**src/rtl/core_pkg.sv**
```systemverilog
// Shared fetch-path types: address/instruction widths and the {pc, instr} entry
// that travels from the fetch queue into the IF/ID register.
package core_pkg;

  localparam int ADDR_W  = 32;
  localparam int INSTR_W = 32;

  localparam logic [ADDR_W-1:0] PC_STEP = ADDR_W'(4);

  typedef struct packed {
    logic [ADDR_W-1:0]  pc;
    logic [INSTR_W-1:0] instr;
  } fetch_entry_t;

  localparam int ENTRY_W = $bits(fetch_entry_t);

endpackage

```
**src/rtl/fq_fifo.sv**
```systemverilog
// Circular buffer of fetch entries with pointer/count bookkeeping and a
// single-cycle flush that empties it on a redirect.
module fq_fifo
  import core_pkg::*;
#(
  parameter  int DEPTH = 4,
  localparam int PTR_W = $clog2(DEPTH),
  localparam int CNT_W = PTR_W + 1
) (
  input  logic               clk,
  input  logic               rst,
  input  logic               flush,
  input  logic               push,
  input  logic [ENTRY_W-1:0] push_data,
  input  logic               pop,
  output logic [ENTRY_W-1:0] head,
  output logic [CNT_W-1:0]   count
);

  logic [ENTRY_W-1:0] mem [DEPTH];
  logic [PTR_W-1:0]   rd_ptr;
  logic [PTR_W-1:0]   wr_ptr;
  logic               do_push;
  logic               do_pop;

  assign do_push = push && !flush;
  assign do_pop  = pop && !flush && (count != '0);

  // NOTE: sequential state is updated with non-blocking assignments so every
  // register samples the pre-edge values of the others, independent of block order.
  always_ff @(posedge clk or posedge rst) begin
    if (rst) begin
      rd_ptr <= '0;
      wr_ptr <= '0;
      count  <= '0;
    end else if (flush) begin
      rd_ptr <= '0;
      wr_ptr <= '0;
      count  <= '0;
    end else begin
      if (do_push) wr_ptr <= wr_ptr + PTR_W'(1);
      if (do_pop)  rd_ptr <= rd_ptr + PTR_W'(1);
      case ({do_push, do_pop})
        2'b10:   count <= count + CNT_W'(1);
        2'b01:   count <= count - CNT_W'(1);
        default: count <= count;
      endcase
    end
  end

  // NOTE: the storage array has no reset; contents are only observable through
  // count, which is reset, so clearing the RAM would add logic for no benefit.
  always_ff @(posedge clk) begin
    if (do_push) mem[wr_ptr] <= push_data;
  end

  assign head = mem[rd_ptr];

endmodule

```
**src/rtl/fetch_queue.sv**
```systemverilog
// Instruction-fetch front end: owns the PC, issues one-cycle-latency imem
// requests under a credit limit and buffers {pc, instr} for decode.
module fetch_queue
  import core_pkg::*;
#(
  parameter int                DEPTH    = 4,
  parameter logic [ADDR_W-1:0] RESET_PC = '0
) (
  input  logic               clk,
  input  logic               rst,
  output logic               imem_req,
  output logic [ADDR_W-1:0]  imem_addr,
  input  logic [INSTR_W-1:0] imem_rdata,
  input  logic               redirect,
  input  logic [ADDR_W-1:0]  redirect_pc,
  output logic               out_valid,
  output logic [ADDR_W-1:0]  out_pc,
  output logic [INSTR_W-1:0] out_instr,
  input  logic               out_ready
);

  localparam int CNT_W = $clog2(DEPTH) + 1;
  localparam logic [CNT_W:0] DEPTH_C = (CNT_W + 1)'(DEPTH);

  logic [ADDR_W-1:0]  pc;
  logic [ADDR_W-1:0]  req_pc;
  logic               inflight;
  logic [CNT_W-1:0]   count;
  logic [CNT_W:0]     occupancy;
  logic               issue;
  logic               push;
  logic               pop;
  fetch_entry_t       push_entry;
  fetch_entry_t       head_entry;
  logic [ENTRY_W-1:0] head_raw;

  // A request reserves a slot until its response lands, so the FIFO can never
  // be asked to accept more than it holds.
  assign occupancy = {1'b0, count} + {{CNT_W{1'b0}}, inflight};
  assign issue     = !rst && !redirect && (occupancy < DEPTH_C);

  assign imem_req  = issue;
  assign imem_addr = pc;

  assign push      = inflight && !redirect;
  assign pop       = out_valid && out_ready && !redirect;

  assign push_entry.pc    = req_pc;
  assign push_entry.instr = imem_rdata;

  always_ff @(posedge clk or posedge rst) begin
    if (rst) begin
      pc       <= RESET_PC;
      req_pc   <= '0;
      inflight <= 1'b0;
    end else if (redirect) begin
      pc       <= redirect_pc;
      inflight <= 1'b0;
    end else begin
      inflight <= issue;
      if (issue) begin
        pc     <= pc + PC_STEP;
        req_pc <= pc;
      end
    end
  end

  fq_fifo #(.DEPTH(DEPTH)) u_fifo (
    .clk       (clk),
    .rst       (rst),
    .flush     (redirect),
    .push      (push),
    .push_data (push_entry),
    .pop       (pop),
    .head      (head_raw),
    .count     (count)
  );

  assign head_entry = fetch_entry_t'(head_raw);
  assign out_valid  = (count != '0);
  assign out_pc     = out_valid ? head_entry.pc    : '0;
  assign out_instr  = out_valid ? head_entry.instr : '0;

  no_push_when_full : assert property (
    @(posedge clk) disable iff (rst) push |-> (count != CNT_W'(DEPTH))
  );

endmodule
```
**config.mk**
```make
export PLATFORM = sky130hd
export DESIGN_NAME = fetch_queue
export DESIGN_NICKNAME = d
export VERILOG_FILES = /design/src/rtl/core_pkg.sv /design/src/rtl/fq_fifo.sv /design/src/rtl/fetch_queue.sv
export SDC_FILE = /design/constraint.sdc
export NUM_CORES = 1
export LEC_CHECK = 0
export CORE_ASPECT_RATIO = 1.4
export CORE_UTILIZATION = 55
export CTS_BUF_LIST = sky130_fd_sc_hd__clkbuf_16
export DETAILED_ROUTE_END_ITERATION = 8
export PLACE_DENSITY = 0.87
export SYNTH_ARGS = -nofsm -noshare
export SYNTH_HDL_FRONTEND = slang
export SYNTH_HIERARCHICAL = 1
export SYNTH_SLANG_ARGS = --single-unit
```
**constraint.sdc**
```tcl
create_clock -name clk -period 3.9 [get_ports clk]
set_input_delay 0.39 -clock clk [delete_from_list [all_inputs] [get_ports clk]]
set_output_delay 0.39 -clock clk [all_outputs]
set_load 0.01 [all_outputs]
```
==> qor.yml <==
outcome: "finished clean"
fp-row-count: 67
power.switching_uw: 1582
ir_drop_v: 0.0003209
worstPathArrival_ns: 2.93
root_buffer: "clkbuf_16"
power_per_cell_area_mw_per_mm2: 451.1
wirelength_mm: 26.81
port_buffers: 165
drive_above_1_share_pct: 13.34
synth_top_area_share_pct: 57.67
synth_ff_type: "edfxtp_1"
start_util_pct: 55.79
clockBufferDepth: 3
max_freq_ghz: 0.3008
rrSetupSlack_ns: 0.90
critical_path_required_ns: 3.51
cts_tree: "done"
gr-usage-met2_pct: 38.90
die_h_um: 186.2
worst_path_max_delay_cell: "dfrtp_4"
grt_pass1_vias: 7701
crit_family: "flip-flops"
slew_headroom_pct: 39.65
final_antenna_net_count: 0
coreArea_mm2: 0.02389
fin_crit_sh_pct: 85.24
wl_per_cell_um: 20.28
intPower_uw: 5736
ioPinCount: 166
synth_cell_types: 50
reg2reg_to: "u_fifo/count[1]$_DFFE_PP0P_"
h-tree-depth: 1
synthToLayoutAreaGrowth_pct: 21.72
cp-end-kind: "output port"
combPwrFrac_pct: 6.9
setup_viol: 0
critPathBufInv: 2
synth-edff-count: 256
pwr-share-clk_pct: 37.6
tns_ns: 0
reg2reg_from: "u_fifo/count[0]$_DFFE_PP0P_"
p_leak_uw: 0.005660
finalPower_uw: 7318
slowest_delay_ns: 0.85
swShare_pct: 21.62
antenna_found_initial: 0
worst_pin_slew_ns: 0.9040
cts_hold_buf: 0
p_seq_share_pct: 55.5
yosysSeqAreaShare_pct: 71.19
min_path_type: "primary input to async pin"
cap_violations: 0
drt-initial-drc-count: 559
reg2reg_depth: 9
crit_chain: "buf_4 -> mux4_2 -> and2_1 -> clkdlybuf4s50_1"
firstDrtPassIters: 7
path_clk_slew_ns: 0.06
drv_slew: 0
dp.cells: 1269
grt_max_degree: 49
crit_fanout: 33
skew_ns: 0.01484
synth_warnings: 6
numCtsBuffers: 29
critPathLaunchType: "flop"
fin_nets: 1064
yosys_register_bits: 328
synth_area_leaders: "edfxtp_1, dfrtp_1, mux4_2"
place_congestion: 0.8255
met3_usage_pct: 2.602
rsz0062_at_grt: "false"
grt_first_pass_wirelength_mm: 41.81
synthArstFlopShare_pct: 21.95
grt_busiest_layer: "met2"
layout_min_cycle_time_ns: 3.324
synth_largest_area_cell: "edfxtp_1"
syn_area_per_cell_um2: 16.18
gr-total-overflow: 0
syn_nets: 898
clock_latency_ns: 0.54
die_area_mm2: 0.02487
post_cts_resized: 0
cts.sinks: 328
die_w_um: 133.6
syn-cell-area_mm2: 0.01333
antenna_cells: 0
post_cts_buffers: 0
synth_cells: 824
grt_use_total_pct: 21.98
crit_type: "flop to output port"
drcViolationCount: 0
hold_violations: 0
grt_use_met1_pct: 28.07
finish.utilization_pct: 67.91
final_cells: 1322
hpwl_mm: 16.71
routed_via_density: 5.800
num_vias: 7667
[power by group through the flow]
stage / logic (uW) / registers, uW / clock network [uW]
final: 507 / 4060 / 2750
after global routing: 553 / 4080 / 2920
after CTS: 514 / 4060 / 2800
after detailed placement: 506 / 4130 / 0
after global placement: 493 / 4120 / 0
after floorplan: 226 / 4100 / 0
[layer usage]
metal  wire [um]  part of all wire (%)
met2       14060                    52
met1       10630                    40
met5           0                     0
met4         770                   2.9
met3        1353                   5.0
[kinds of logic (layout without fill, tap and decap cells)]
| group | count (synthesis) | in the layout | synth area share [%] |
|---|---|---|---|
| and+or+nand+nor | 282 | 282 | 10.58 |
| AOI/OAI and AO/OA | 76 | 76 | 3.802 |
| DFF | 328 | 328 | 71.19 |
| xor gates and xnor gates | 5 | 5 | 0.3286 |
| buffers and inverters | 58 | 246 | 2.272 |
| muxes | 69 | 69 | 11.21 |
| adders and majority gates | 6 | 6 | 0.6195 |
[registers in the layout (all words and copies together) (netlist names)]
signal and count:
u_fifo/mem 256, imem_addr 32, req_pc 32, inflight 1, u_fifo/wr_ptr 2, u_fifo/rd_ptr 2, u_fifo/count 3
[worst register-to-register path, stage by stage (launching register included)]
cell	delay, ns
dfrtp_1	0.48
or3_2	0.77
and3b_1	0.40
o31ai_1	0.16
nor3_1	0.11
fa_1	0.54
nand2b_1	0.06
o21ai_0	0.16
nand2_1	0.08
a31oi_1	0.17
[stage by stage]
stage / area, um2 / hold WS [ns] / worst slack [ns]
3_3_place_gp: 15300 / 0.4924 / 0.9739
3_5_place_dp: 15300 / 0.5081 / 0.9324
6_report: 16220 / 0.1924 / 0.5756
5_1_grt: 16220 / 0.1851 / 0.4391
4_1_cts: 16220 / 0.1681 / 0.4956
2_1_floorplan: 13330 / 0.1934 / 0.5668
[placed cells by master, fill, tap and decap left out, drive strengths merged, types with 4 or more instances in the layout]
cell,count
and2,72
nand3,15
a32oi,4
nand2,117
nor2,27
and3,4
inv,19
ha,5
dfrtp,72
clkbuf,29
a31oi,5
nor3,5
o21ai,32
nand2b,7
a21oi,5
clkinv,13
a221o,6
edfxtp,256
nor2b,8
clkdlybuf4s50,164
mux4,64
o211ai,6
o311ai,8
nand4,11
buf,15
or3,5
[how the worst max path moves through the flow]
| stage | to | start | cells past startpoint | slack [ns] |
|---|---|---|---|---|
| after floorplan | u_fifo/mem[0][0]$_DFFE_PP_ | redirect | 6 | 0.57 |
| after global placement | imem_addr[10]$_DFFE_PP0P_ | rst | 7 | 0.97 |
| after detailed placement | u_fifo/count[1]$_DFFE_PP0P_ | u_fifo/count[0]$_DFFE_PP0P_ | 9 | 0.93 |
| after CTS | out_pc[10] | u_fifo/rd_ptr[0]$_DFFE_PP0P_ | 4 | 0.50 |
| after global routing | out_instr[13] | u_fifo/rd_ptr[0]$_DFFE_PP0P_ | 4 | 0.44 |
| final | out_pc[10] | u_fifo/rd_ptr[0]$_DFFE_PP0P_ | 4 | 0.58 |
[cells in the mapped netlist, types with 5 or more instances]
cell type,n
a21oi_1,5
a221o_1,6
a31oi_1,5
and2_1,72
buf_2,15
buf_6,7
clkbuf_1,19
dfrtp_1,72
edfxtp_1,256
ha_1,5
inv_1,13
mux4_2,64
nand2_1,116
nand2b_1,7
nand3_1,15
nand4_1,11
nor2_1,27
nor2b_1,8
nor3_1,5
o211ai_1,6
o21ai_0,31
o311ai_0,6
or3_1,5
[layout make-up]
class / count / area, um2
multi-input combinational: 438 / 3548
sequential: 328 / 9497
fill: 1561 / 7667
inverter: 14 / 57.56
timing repair buffer: 179 / 1814
clock inverter: 24 / 193.9
tap: 310 / 387.9
clock buffer: 29 / 725.7
Power figures use the tool's default switching activity.
